File: src/rtl/audio_i2s_tx.sv
// audio_i2s_tx: I2S transmitter feeding the WM8978 DAC, framed by the codec LRC,
// with per-word tx_done handshake, sticky short-frame detection and a word counter.
module audio_i2s_tx #(
  parameter int WL      = 16,
  parameter int CH_MODE = 0
) (
  input  logic        aud_bclk,
  input  logic        rst_n,
  input  logic        aud_lrc,
  input  logic [31:0] dac_data,
  input  logic        mute,
  output logic        aud_dacdat,
  output logic        tx_done,
  output logic        sync_err,
  output logic [15:0] word_cnt
);
  localparam int CW = $clog2(WL + 1);
  typedef enum logic [1:0] {IDLE, SHIFT, PAD} state_t;
  state_t        state_q, state_d;
  logic          lrc_q;
  logic [WL-1:0] sh_q, sh_d;
  logic [CW-1:0] cnt_q, cnt_d;
  logic          dat_q, dat_d;
  logic          done_q, done_d;
  logic          err_q, err_d;
  logic          right_q, right_d;
  logic [15:0]   wcnt_q, wcnt_d;
  logic          lrc_edge;
  logic [31:0]   hi_w;
  logic [WL-1:0] sel_w, word_w;
  logic          unused_w;
  assign lrc_edge = aud_lrc ^ lrc_q;
  // zero-extended upper half keeps the left-slice select in range for any WL
  assign hi_w     = {16'b0, dac_data[31:16]};
  assign sel_w    = (CH_MODE != 0 && !aud_lrc) ? hi_w[WL-1:0] : dac_data[WL-1:0];
  assign word_w   = mute ? '0 : sel_w;
  assign unused_w = ^{dac_data, hi_w};
  always_ff @(posedge aud_bclk) begin
    if (!rst_n) begin
      state_q <= IDLE;
      lrc_q   <= 1'b0;
      sh_q    <= '0;
      cnt_q   <= '0;
      dat_q   <= 1'b0;
      done_q  <= 1'b0;
      err_q   <= 1'b0;
      right_q <= 1'b0;
      wcnt_q  <= 16'h0000;
    end else begin
      state_q <= state_d;
      lrc_q   <= aud_lrc;
      sh_q    <= sh_d;
      cnt_q   <= cnt_d;
      dat_q   <= dat_d;
      done_q  <= done_d;
      err_q   <= err_d;
      right_q <= right_d;
      wcnt_q  <= wcnt_d;
    end
  end
  // cnt counts bits already driven; reaching WL means the LSB goes out this edge
  always_comb begin
    state_d = state_q;
    sh_d    = sh_q;
    cnt_d   = cnt_q;
    dat_d   = 1'b0;
    done_d  = 1'b0;
    err_d   = err_q;
    right_d = right_q;
    wcnt_d  = wcnt_q;
    if (lrc_edge) begin
      err_d   = err_q | (state_q == SHIFT);
      right_d = aud_lrc;
      dat_d   = word_w[WL-1];
      sh_d    = word_w << 1;
      cnt_d   = CW'(1);
      state_d = SHIFT;
    end else if (state_q == SHIFT) begin
      dat_d = sh_q[WL-1];
      sh_d  = sh_q << 1;
      cnt_d = cnt_q + CW'(1);
    end
    if (state_d == SHIFT && cnt_d == CW'(WL)) begin
      done_d  = (CH_MODE == 0) || right_d;
      wcnt_d  = wcnt_q + 16'd1;
      state_d = PAD;
    end
  end
  assign aud_dacdat = dat_q;
  assign tx_done    = done_q;
  assign sync_err   = err_q;
  assign word_cnt   = wcnt_q;
endmodule

File: config.mk
export PLATFORM = sky130hd
export DESIGN_NAME = audio_i2s_tx
export DESIGN_NICKNAME = d
export VERILOG_FILES = /design/src/rtl/audio_i2s_tx.sv
export SDC_FILE = /design/constraint.sdc
export NUM_CORES = 1
export LEC_CHECK = 0
export CAP_MARGIN = 20
export CORE_MARGIN = 3
export CORE_UTILIZATION = 25
export CTS_CLUSTER_SIZE = 40
export DETAILED_ROUTE_END_ITERATION = 8
export PLACE_DENSITY = 0.56
export SLEW_MARGIN = 40
export SYNTH_ARGS = -nofsm -noshare
export SYNTH_HDL_FRONTEND = slang
export SYNTH_SLANG_ARGS = --single-unit
export TNS_END_PERCENT = 20
File: constraint.sdc
create_clock -name aud_bclk -period 2.3 [get_ports aud_bclk]
set_clock_uncertainty 0.2 [all_clocks]
set_input_delay 0.23 -clock aud_bclk [delete_from_list [all_inputs] [get_ports aud_bclk]]
set_output_delay 0.23 -clock aud_bclk [all_outputs]
set_load 0.005 [all_outputs]
# Word-level counts from Yosys, hierarchy flattened
# Index checks and enable logic that the tools add are counted.
# op_classes
n_addsub	2
n_eq_ne	3
n_bitwise	3
n_mux	10
reduce_logical	3
# op_table
operator	count
$mux W16	3
$add A16 B1 Y16 const B	1
$mux W5	2
$add A5 B1 Y5 const B	1
$eq A5 B5 Y1 const B	1
$eq A2 B1 Y1 const B	2
$mux W2	2
$mux W1	3
$reduce_bool A2 Y1	1
$reduce_or A2 Y1	1
$logic_and A1 B1 Y1	1
$not A1 Y1	1
$or A1 B1 Y1	1
$xor A1 B1 Y1	1
# word_totals
in_bits	36
elab_cells	30
reg_bits	42

# Longest topological paths before layout
# depth
word_depth	6
depth_mapped	6
ltp_nobuf	5

# Worst setup path before layout
# OpenSTA, ideal clock, no wires.
# synth_path
path_type	register -> register
start	reg cnt_q[0]
end	reg wcnt_q[11], in the netlist word_cnt[11]
slack_ns	0.190
arrival_time_ns	1.838
path_buffers	1
period_less_slack_ns	2.110
stages_incl_launch_ff	7
setup_time_ns	0.072
cell_sequence	dfxtp_1 > ha_1 > and4bb_2 > nand3_1 > buf_2 > a2111oi_1 > mux2i_1
# synth_via
elab_chain_cells	5
# synth_lines
element	line_no	source
start, declared	22	logic [CW-1:0] cnt_q, cnt_d;
start signal, assigned	53	cnt_q <= cnt_d;
$add A5 B1 Y5	81	cnt_d = cnt_q + CW'(1);
$mux W5 (*)	78	end else if (state_q == SHIFT) begin
$mux W5 (*)	71	if (lrc_edge) begin
$eq A5 B5 Y1 (*)	83	if (state_d == SHIFT && cnt_d == CW'(WL)) begin
$logic_and A1 B1 Y1 (*)	83	
end signal, assigned	58	wcnt_q <= wcnt_d;
end, declared	27	logic [15:0] wcnt_q, wcnt_d;
# Every way passes the cells marked *; elsewhere a longest branch is shown, timed or not.
# A chain may end at the register's enable or synchronous reset.

# Final worst setup path
# layout_path
start	reg cnt_q[0]
end	reg wcnt_q[6], in the netlist word_cnt[6]
# Same word-level chain as after synthesis.

==> results.toml <==
[status]
status = "finished, final reports clean"

[route]
drc = 0
route.detailed.vias_per_inst = 4.65
wire_per_inst_um = 12.3
vias = 1795
wl_um = 4760
drt_iter0_drc = 123
antenna_left = 0
firstDrtPassIters = 4

[timing]
setup_tns_ps = 0
tightest_slew_ps = 665
fin_ws_ps = 141
finalCriticalPeriod_ps = 2160
drv_slew = 0
setup_violations = 0
finalHoldViolCount = 0
slew_headroom_pct = 55.7
max_clock_freq_mhz = 463
period_share_pct = 93.9
rsz0062_at_grt = "no"

[yosys]
ys_ff_latch = 42
synth_nets = 282
netlist.area_leader.share_pct = 39.2
syn_area_mm2 = 0.00215
postSynthAreaPerCell_um2 = 8.79
seq_area_frac_synth_pct = 39.2
synth_top_area_cell = "dfxtp_1"
syn_inst = 244
yosysWarnings = 0
synthDistinctLibCells = 37
synthTopCellsByArea = "dfxtp_1, nand2_1, mux2i_1"

[layout]
final_cell_mix = "nand2_1, dfxtp_1, clkdlybuf4s50_1, a21oi_1"
area_delta_synth_final_pct = 30.1
fin_util_pct = 33.8
nets = 318
diodes = 0
final_area_mm2 = 0.00279
drive_above_1_share_pct = 9.96
layoutNonFillerInstCount = 386
final_common_cell = "nand2_1"

[global_routing]
antenna_found_initial = 0
grt_pass1_vias = 1713
grtUsageTotal_pct = 10.0
grt_max_degree = 39
grt_pass1_wl_um = 8250
gr-total-overflow = 0

[worst_setup_path]
arrival_ps = 2180
start_kind = "register"
critical_path_class = "register to register"
path_max_fanout = 14
critical_path.cell_chain = "ha_1 > and4bb_2 > nand3_1 > buf_12 > a2111oi_1 > mux2i_1"
critPathSlowestCell = "a2111oi_1"
max_stage_delay_ps = 390
cp-end-kind = "register"
critPathRequiredTime_ps = 2320

[cts]
clockBufferDepth = 2
root_buffer = "clkbuf_8"
cts_buffers = 5
post_cts_buffers = 0
clock_sinks = 42
clock_latency_ps = 290
cts.clk_slew.worst_paths_ps = 80
cts_tree = "yes"
htreeDepth = 2

[die]
die_x_um = 98.6
core_mm2 = 0.00826
die_h_um = 98.6
ioPinCount = 55
die_area_mm2 = 0.00973
start_util_pct = 26.0
rows = 33

[power]
p_leak_nw = 0.887
p_per_area_mw_per_mm2 = 519
vdd_drop_max_uv = 220

[place]
gp_congestion = 0.731
dp_cells = 378
port_buffers = 38
dp_worst_setup_slack_ps = 157
dpl_cell_area_mm2 = 0.00269
dp_hpwl_um = 3300

[job]
maxCapViolations = 0

[worst_hold_path]
hold_class = "register to register"
## logic make-up (layout without fill, tap and decap cells)
group / after synthesis / count (layout) / synth area share, %
buffers and inverters: 21 / 58 / 4.20
adder cells (fa/ha/maj): 2 / 2 / 1.17
AO/OA/AOI/OAI: 50 / 50 / 20.9
multiplexers: 16 / 16 / 7.46
flip-flops: 42 / 42 / 39.2
AND/OR/NAND/NOR: 106 / 106 / 24.3
XOR/XNOR: 7 / 7 / 2.86
## power by group
part	total [mW]	switching (mW)	leakage (nW)	internal [mW]
registers	0.778	0.0183	0.343	0.759
clock network	0.488	0.246	0.0482	0.242
logic	0.183	0.100	0.496	0.0834
## sequential cells by signal, summed over array words and instances (netlist names)
| name | flops |
|---|---|
| sync_err | 1 |
| sh_q | 15 |
| state_q | 2 |
| cnt_q | 5 |
| lrc_q | 1 |
| word_cnt | 16 |
| tx_done | 1 |
| aud_dacdat | 1 |
## metrics by stage
step	total power, mW	hold slack [ps]
finish	1.45	270
global route	1.53	301
global placement	0.977	253
CTS	1.47	274
detailed placement	0.979	254
floorplan	0.907	152
## Yosys cell counts, drive strengths merged
cell     count
xor2         3
nor2         5
a211o        1
xnor2        4
and4         2
buf          8
clkbuf      10
dfxtp       42
or2          1
a2111oi      9
and2         4
a211oi       4
and3b        1
and3         1
nor3         1
mux2i       16
nor3b        2
o21a         2
ha           2
nand4        6
nand2       56
and2b        1
clkinv       1
a311oi      14
nor2b        2
and4bb       1
inv          2
a31oi        2
nand3        7
nand2b      16
a21oi       18
## cell type report
class,instances,area [um2]
clock buffers,7,86.3
clock inverters,1,5.00
fillers,851,5470
inverters,3,11.3
multi-input cells,181,1230
flip-flops and latches,42,841
well taps,105,131
repair buffers,47,485
## final timing paths
path | depth (start not counted) | endpoint | slack, ps | startpoint
worst max-delay path | 6 | word_cnt[6] | 140 | cnt_q[0]
worst min-delay path | 2 | word_cnt[15] | 270 | word_cnt[15]
worst max register to register | 6 | word_cnt[6] | 140 | cnt_q[0]
worst min register to register | 2 | word_cnt[15] | 270 | word_cnt[15]
## worst max-delay path: cells and delay by family (launching register included)
kind | cells | cell delay, ps
mux | 1 | 220
fa+ha+maj | 1 | 310
simple gates | 2 | 430
flops | 1 | 350
buf+inv | 1 | 180
compound gates | 1 | 390
## layer usage
| metal | routed length [um] | track usage [%] | share of wire, % | vias up |
|---|---|---|---|---|
| li1 | - | - | - | 939 |
| met1 | 2340 | 13.8 | 49 | 826 |
| met2 | 2170 | 15.4 | 46 | 25 |
| met3 | 175 | 2.55 | 3.7 | 5 |
| met4 | 63 | 3.15 | 1.3 | 0 |
| met5 | 0 | 0 | 0 | - |
## repair_timing
action / in CTS / in global routing
endpoints found under the hold margin: 0 / 0
setup endpoints to repair: 0 / 2
resized for setup: 0 / 2
hold buffers: 0 / 0
No activity file was read; power rests on OpenSTA's default activity.
